$ cat src/rtl/seg7_scan_driver.sv
// Time-multiplexed seven-segment driver: hex decode, per-digit dp/blank, refresh scan, frame-synchronous commit.
// Optional build macro SEG7_LZB_EN enables leading-zero blanking on the committed display value.
module seg7_scan_driver #(
  parameter int DIGITS      = 8,
  parameter int DIV         = 50000,
  parameter int SEG_ACT_LOW = 1,
  parameter int AN_ACT_LOW  = 1
) (
  input  logic                clk,
  input  logic                rst_n,
  input  logic                wr_en,
  input  logic [4*DIGITS-1:0] wr_data,
  input  logic [DIGITS-1:0]   wr_dp,
  input  logic [DIGITS-1:0]   wr_blank,
  output logic [6:0]          seg,
  output logic                dp,
  output logic [DIGITS-1:0]   an,
  output logic                frame_done,
  output logic                busy
);

  localparam int IDX_W = (DIGITS > 1) ? $clog2(DIGITS) : 1;
  localparam int DIV_W = (DIV > 1) ? $clog2(DIV) : 1;

  localparam logic [IDX_W-1:0] IDX_LAST = IDX_W'(DIGITS - 1);
  localparam logic [DIV_W-1:0] DIV_LAST = DIV_W'(DIV - 1);

  // Scan state
  logic [DIV_W-1:0]    r_div_cnt;
  logic [IDX_W-1:0]    r_idx;
  logic                r_frame_done;

  // Host-facing shadow and the committed display copy
  logic [4*DIGITS-1:0] r_sh_data;
  logic [DIGITS-1:0]   r_sh_dp;
  logic [DIGITS-1:0]   r_sh_blank;
  logic                r_pending;
  logic [4*DIGITS-1:0] r_disp_data;
  logic [DIGITS-1:0]   r_disp_dp;
  logic [DIGITS-1:0]   r_disp_blank;

  // Output stage, held active-high internally
  logic [6:0]          r_seg;
  logic                r_dp;
  logic [DIGITS-1:0]   r_an;

  logic                w_div_wrap;
  logic                w_frame_end;
  logic [DIGITS-1:0]   w_dark;
  logic [3:0]          w_nib;
  logic                w_dp_sel;
  logic                w_dark_sel;
  logic [DIGITS-1:0]   w_an_next;

  function automatic logic [6:0] hex_to_seg(input logic [3:0] nib);
    logic [6:0] s;
    case (nib)
      4'h0: s = 7'h3F;
      4'h1: s = 7'h06;
      4'h2: s = 7'h5B;
      4'h3: s = 7'h4F;
      4'h4: s = 7'h66;
      4'h5: s = 7'h6D;
      4'h6: s = 7'h7D;
      4'h7: s = 7'h07;
      4'h8: s = 7'h7F;
      4'h9: s = 7'h6F;
      4'hA: s = 7'h77;
      4'hB: s = 7'h7C;
      4'hC: s = 7'h39;
      4'hD: s = 7'h5E;
      4'hE: s = 7'h79;
      4'hF: s = 7'h71;
    endcase
    return s;
  endfunction

  assign w_div_wrap  = (r_div_cnt == DIV_LAST);
  assign w_frame_end = w_div_wrap && (r_idx == IDX_LAST);

  // NOTE: sequential state uses non-blocking assignments so every register samples pre-edge values.
  always_ff @(posedge clk or negedge rst_n) begin
    if (!rst_n) begin
      r_div_cnt    <= '0;
      r_idx        <= '0;
      r_frame_done <= 1'b0;
    end else begin
      r_frame_done <= w_frame_end;
      if (w_div_wrap) begin
        r_div_cnt <= '0;
        r_idx     <= (r_idx == IDX_LAST) ? '0 : r_idx + 1'b1;
      end else begin
        r_div_cnt <= r_div_cnt + 1'b1;
      end
    end
  end

  // A write landing in the frame-end cycle goes straight to the display.
  always_ff @(posedge clk or negedge rst_n) begin
    if (!rst_n) begin
      r_sh_data    <= '0;
      r_sh_dp      <= '0;
      r_sh_blank   <= '0;
      r_pending    <= 1'b0;
      r_disp_data  <= '0;
      r_disp_dp    <= '0;
      // NOTE: display blank mask resets to all ones so nothing lights before the first commit.
      r_disp_blank <= '1;
    end else begin
      if (wr_en) begin
        r_sh_data  <= wr_data;
        r_sh_dp    <= wr_dp;
        r_sh_blank <= wr_blank;
      end
      if (w_frame_end) begin
        r_pending <= 1'b0;
        if (wr_en) begin
          r_disp_data  <= wr_data;
          r_disp_dp    <= wr_dp;
          r_disp_blank <= wr_blank;
        end else if (r_pending) begin
          r_disp_data  <= r_sh_data;
          r_disp_dp    <= r_sh_dp;
          r_disp_blank <= r_sh_blank;
        end
      end else if (wr_en) begin
        r_pending <= 1'b1;
      end
    end
  end

`ifdef SEG7_LZB_EN
  // A zero is dark when every more-significant digit is zero or blanked; digit 0 always shows.
  always_comb begin : lzb
    logic w_higher_zero;
    w_higher_zero = 1'b1;
    w_dark        = r_disp_blank;
    for (int i = DIGITS - 1; i >= 0; i--) begin
      if ((i != 0) && w_higher_zero && (r_disp_data[4*i +: 4] == 4'h0)) begin
        w_dark[i] = 1'b1;
      end
      w_higher_zero = w_higher_zero &
                      ((r_disp_data[4*i +: 4] == 4'h0) | r_disp_blank[i]);
    end
  end
`else
  assign w_dark = r_disp_blank;
`endif

  // NOTE: every combinational output gets a default first, so no path can infer a latch.
  always_comb begin
    w_nib      = 4'h0;
    w_dp_sel   = 1'b0;
    w_dark_sel = 1'b1;
    w_an_next  = '0;
    for (int i = 0; i < DIGITS; i++) begin
      if (r_idx == IDX_W'(i)) begin
        w_nib        = r_disp_data[4*i +: 4];
        w_dp_sel     = r_disp_dp[i];
        w_dark_sel   = w_dark[i];
        w_an_next[i] = 1'b1;
      end
    end
  end

  // Blanked digits keep their anode slot so the refresh duty cycle stays uniform.
  always_ff @(posedge clk or negedge rst_n) begin
    if (!rst_n) begin
      r_seg <= '0;
      r_dp  <= 1'b0;
      r_an  <= '0;
    end else begin
      r_seg <= w_dark_sel ? 7'h00 : hex_to_seg(w_nib);
      r_dp  <= w_dark_sel ? 1'b0 : w_dp_sel;
      r_an  <= w_an_next;
    end
  end

  assign seg        = (SEG_ACT_LOW != 0) ? ~r_seg : r_seg;
  assign dp         = (SEG_ACT_LOW != 0) ? ~r_dp  : r_dp;
  assign an         = (AN_ACT_LOW  != 0) ? ~r_an  : r_an;
  assign frame_done = r_frame_done;
  assign busy       = r_pending;

endmodule

$ cat config.mk
export PLATFORM = sky130hd
export DESIGN_NAME = seg7_scan_driver
export DESIGN_NICKNAME = d
export VERILOG_FILES = /design/src/rtl/seg7_scan_driver.sv
export SDC_FILE = /design/constraint.sdc
export NUM_CORES = 1
export LEC_CHECK = 0
export BUFFER_PORTS_ARGS = -buffer_cell sky130_fd_sc_hd__buf_2
export CORE_MARGIN = 5
export CORE_UTILIZATION = 55
export DETAILED_ROUTE_END_ITERATION = 7
export HOLD_SLACK_MARGIN = 0.05
export MAX_ROUTING_LAYER = met4
export PLACE_DENSITY = 0.84
export SLEW_MARGIN = 20
export SYNTH_ARGS = -nofsm -noshare
export SYNTH_HDL_FRONTEND = slang
export SYNTH_SLANG_ARGS = --single-unit
$ cat constraint.sdc
create_clock -name clk -period 4.29 [get_ports clk]
set_input_delay 0 -clock clk [delete_from_list [all_inputs] [get_ports clk]]
set_output_delay 0 -clock clk [all_outputs]
set_load 0.005 [all_outputs]
==> metrics.cfg <==
[outcome]
status = complete, no violations

[clock_tree]
tritoncts = done
cts.sinks = 133
cts_buffers = 17
cts.htree.levels = 4
cts.path.max_buffers = 2
cts-root-buf = clkbuf_8
clk_pin_slew_ns = 0.06
clkLatencyLatePin_ns = 0.54
post_cts_buffers = 0
cts_resized = 0

[layout]
final_nets = 646
most-common-layout-cells = dfrtp_1 (125), mux2_2 (77), buf_2 (67)
fin_area_mm2 = 0.007609
drive_above_1_share_pct = 37.98
nFillCells = 715
diodes = 0
layout_commonest_cell = dfrtp_1
area_growth_pct = 26.61

[job]
cap_viol_max_count = 0

[floorplanning]
chipHeight_um = 114.5
fp.dieArea_mm2 = 0.01312
fp-row-count = 38
initial_core_util_pct = 55.68
coreArea_mm2 = 0.01079
fp.dieW_um = 114.5
io_pins = 69

[global_route]
grt_pass1_vias = 4241
antenna_found_initial = 0
grt.overflow.total = 0
grt_max_degree = 87
gr-usage-all-layers_pct = 21.77
grt_pass1_wl_mm = 21.29

[synthesis]
ys_seq_elements = 133
synth.yosys.seq_area_share_pct = 55.55
syn_area_mm2 = 0.006010
synth_edf_count = 0
syn_area_per_cell_um2 = 12.92
async_flop_share_pct = 100.0
synth.top_cell.area_share_pct = 52.05
syn_inst = 465
yosysTopAreaCell = dfrtp_1
synthesis.nets = 529
synthFlopType = dfrtp_1
synth_cell_types = 57
yosys_warnings = 0
synthTopCellsByArea = dfrtp_1 (52%), mux2_2 (14%), mux2_4 (5.0%)

[sta]
drv_slew = 0
slew_headroom_pct = 49.36
hold_violations = 0
tightestPinTransition_ns = 0.7596
fin_crit_sh_pct = 81.26
final.min_clock_period_ns = 3.486
grt_setup_unrepaired = false
fin_tns_setup_ns = 0
skew_ns = 0.01206
final-setup-viol-count = 0
fmax_mhz = 286.8

[setup_path]
start_kind = register
crit_fanout = 21
crit_type = reg -> reg
slowest_delay_ns = 0.75
crit_path_end_kind = register
arrival_ns = 3.93
cp_cell_sequence = inv_1 -> ha_1 -> o31ai_1 -> a32oi_1 -> o31ai_2 -> inv_1 -> ha_1 -> nand2_1 -> o211ai_1 -> a21oi_1
worstPathRequired_ns = 4.73
cp_slowest_cell = dfrtp_1

[route]
drt_wl_total_mm = 12.90
viasPerCell = 5.366
wl_per_cell_um = 17.55
vias = 3944
drc_errors = 0
antenna_left = 0
first_pass_iters = 4
drt_iter0_markers = 238

[pwr]
p_leak_nw = 3.587
power_density_mw_per_mm2 = 406.1
ir_worst_vdd_mv = 0.2526

[placed_design]
dpl-instance-area_mm2 = 0.006426
port_buffers = 68
place_congestion = 0.8254
hpwl_mm = 8.152

[worst_hold_path]
hold_path_class = in -> async

[flip-flops by register name (all words and copies together) (netlist names)]
register	count
r_disp_data	32
r_sh_data	32
r_div_cnt	16
r_an	8
r_disp_blank	8
r_disp_dp	8
r_sh_blank	8
r_sh_dp	8
r_seg	7
r_idx	3
busy	1
frame_done	1
r_dp	1
[routing by layer]
metal	vias to the layer above	track usage (%)	wire length (µm)
li1	1854	-	-
met1	1945	25.75	5366
met2	113	35.55	6595
met3	32	5.497	562
met4	0	9.105	376
met5	-	-	0
[stage by stage]
| step | hold WS (ns) | util [%] | power (mW) | setup slack [ns] | std cells |
|---|---|---|---|---|---|
| after floorplan | -0.2956 | - | 1.393 | 1.726 | 465 |
| after global placement | 0.2427 | 59.54 | 1.455 | 1.207 | 653 |
| after detailed placement | 0.2572 | 59.54 | 1.461 | 0.9255 | 653 |
| after CTS | 0.2214 | 70.21 | 3.116 | 0.8995 | 734 |
| after global routing | 0.08094 | 70.50 | 3.190 | 0.6476 | 735 |
| final | 0.07677 | 70.50 | 3.090 | 0.8038 | 735 |
[timing repair]
item	CTS	global route
endpoints found under the hold margin	180	0
hold buffers	49	0
setup endpoints to repair	0	0
[kinds of logic (layout without fill, tap and decap cells)]
group                      Yosys count  count (layout)  share of synthesized area [%]
AOI/OAI and AO/OA                   62              62                          8.224
xor gates and xnor gates            13              13                          1.895
adders and majority gates           13              13                          2.707
buffers and inverters               54             184                          4.185
DFF                                133             133                          55.55
muxes                               97              97                          19.43
and+or+nand+nor                     93              93                          8.016
[Yosys cell counts, types with 2 or more instances]
master	n
nor2b_1	15
clkbuf_1	4
a221oi_1	3
o211ai_1	2
o31ai_2	2
buf_2	9
a2bb2oi_1	2
nand3_1	8
and2_4	2
a21oi_1	15
mux2_2	77
xnor2_1	5
nor2_2	2
dfstp_2	8
o21ai_1	5
xor2_1	8
ha_1	13
a2111oi_0	2
a221oi_2	5
nor3_1	2
o41ai_1	2
nor2_1	23
a211oi_1	2
o21ai_0	8
nand2_1	24
mux2_4	20
buf_1	5
buf_4	2
buf_6	4
a221o_1	2
dfrtp_1	125
a22o_1	3
inv_1	29
and3_1	4
[worst paths after layout]
path	startpoint	cells after the start	end	slack, ns
max	r_idx[2]	10	r_seg[3]	0.80
min	rst_n	2	r_sh_data[12]	0.08
max reg2reg	r_idx[2]	10	r_seg[3]	0.80
min reg2reg	r_sh_dp[2]	1	r_sh_dp[2]	0.50
max in group asynchronous	rst_n	3	r_an[7]	3.15
min in group clk	wr_en	3	r_disp_blank[3]	0.08
[where the power goes]
group | internal, mW | switching [mW]
clock network | 1.08 | 0.538
registers | 1.30 | 0.0121
logic | 0.0888 | 0.0725
total | 2.47 | 0.623
[area by class of cell]
cell class | instances | area [µm²] | area share [%]
flip-flops and latches | 133 | 3338 | 43.87
well taps | 140 | 175.2 | 2.302
inverters | 30 | 112.6 | 1.480
repair buffers | 122 | 894.6 | 11.76
clock inverters | 12 | 225.2 | 2.960
clock buffers | 20 | 435.4 | 5.723
multi-input cells | 278 | 2427 | 31.90
[worst max-delay path: cells and delay by family (launching register included)]
kind / cells / cell delay [ns]
flip-flops: 1 / 0.75
AND/OR/NAND/NOR: 1 / 0.10
AO/OA/AOI/OAI: 5 / 1.32
adder cells (fa/ha/maj): 2 / 0.80
buffers and inverters: 2 / 0.42
(Power assumes the default switching activity.)
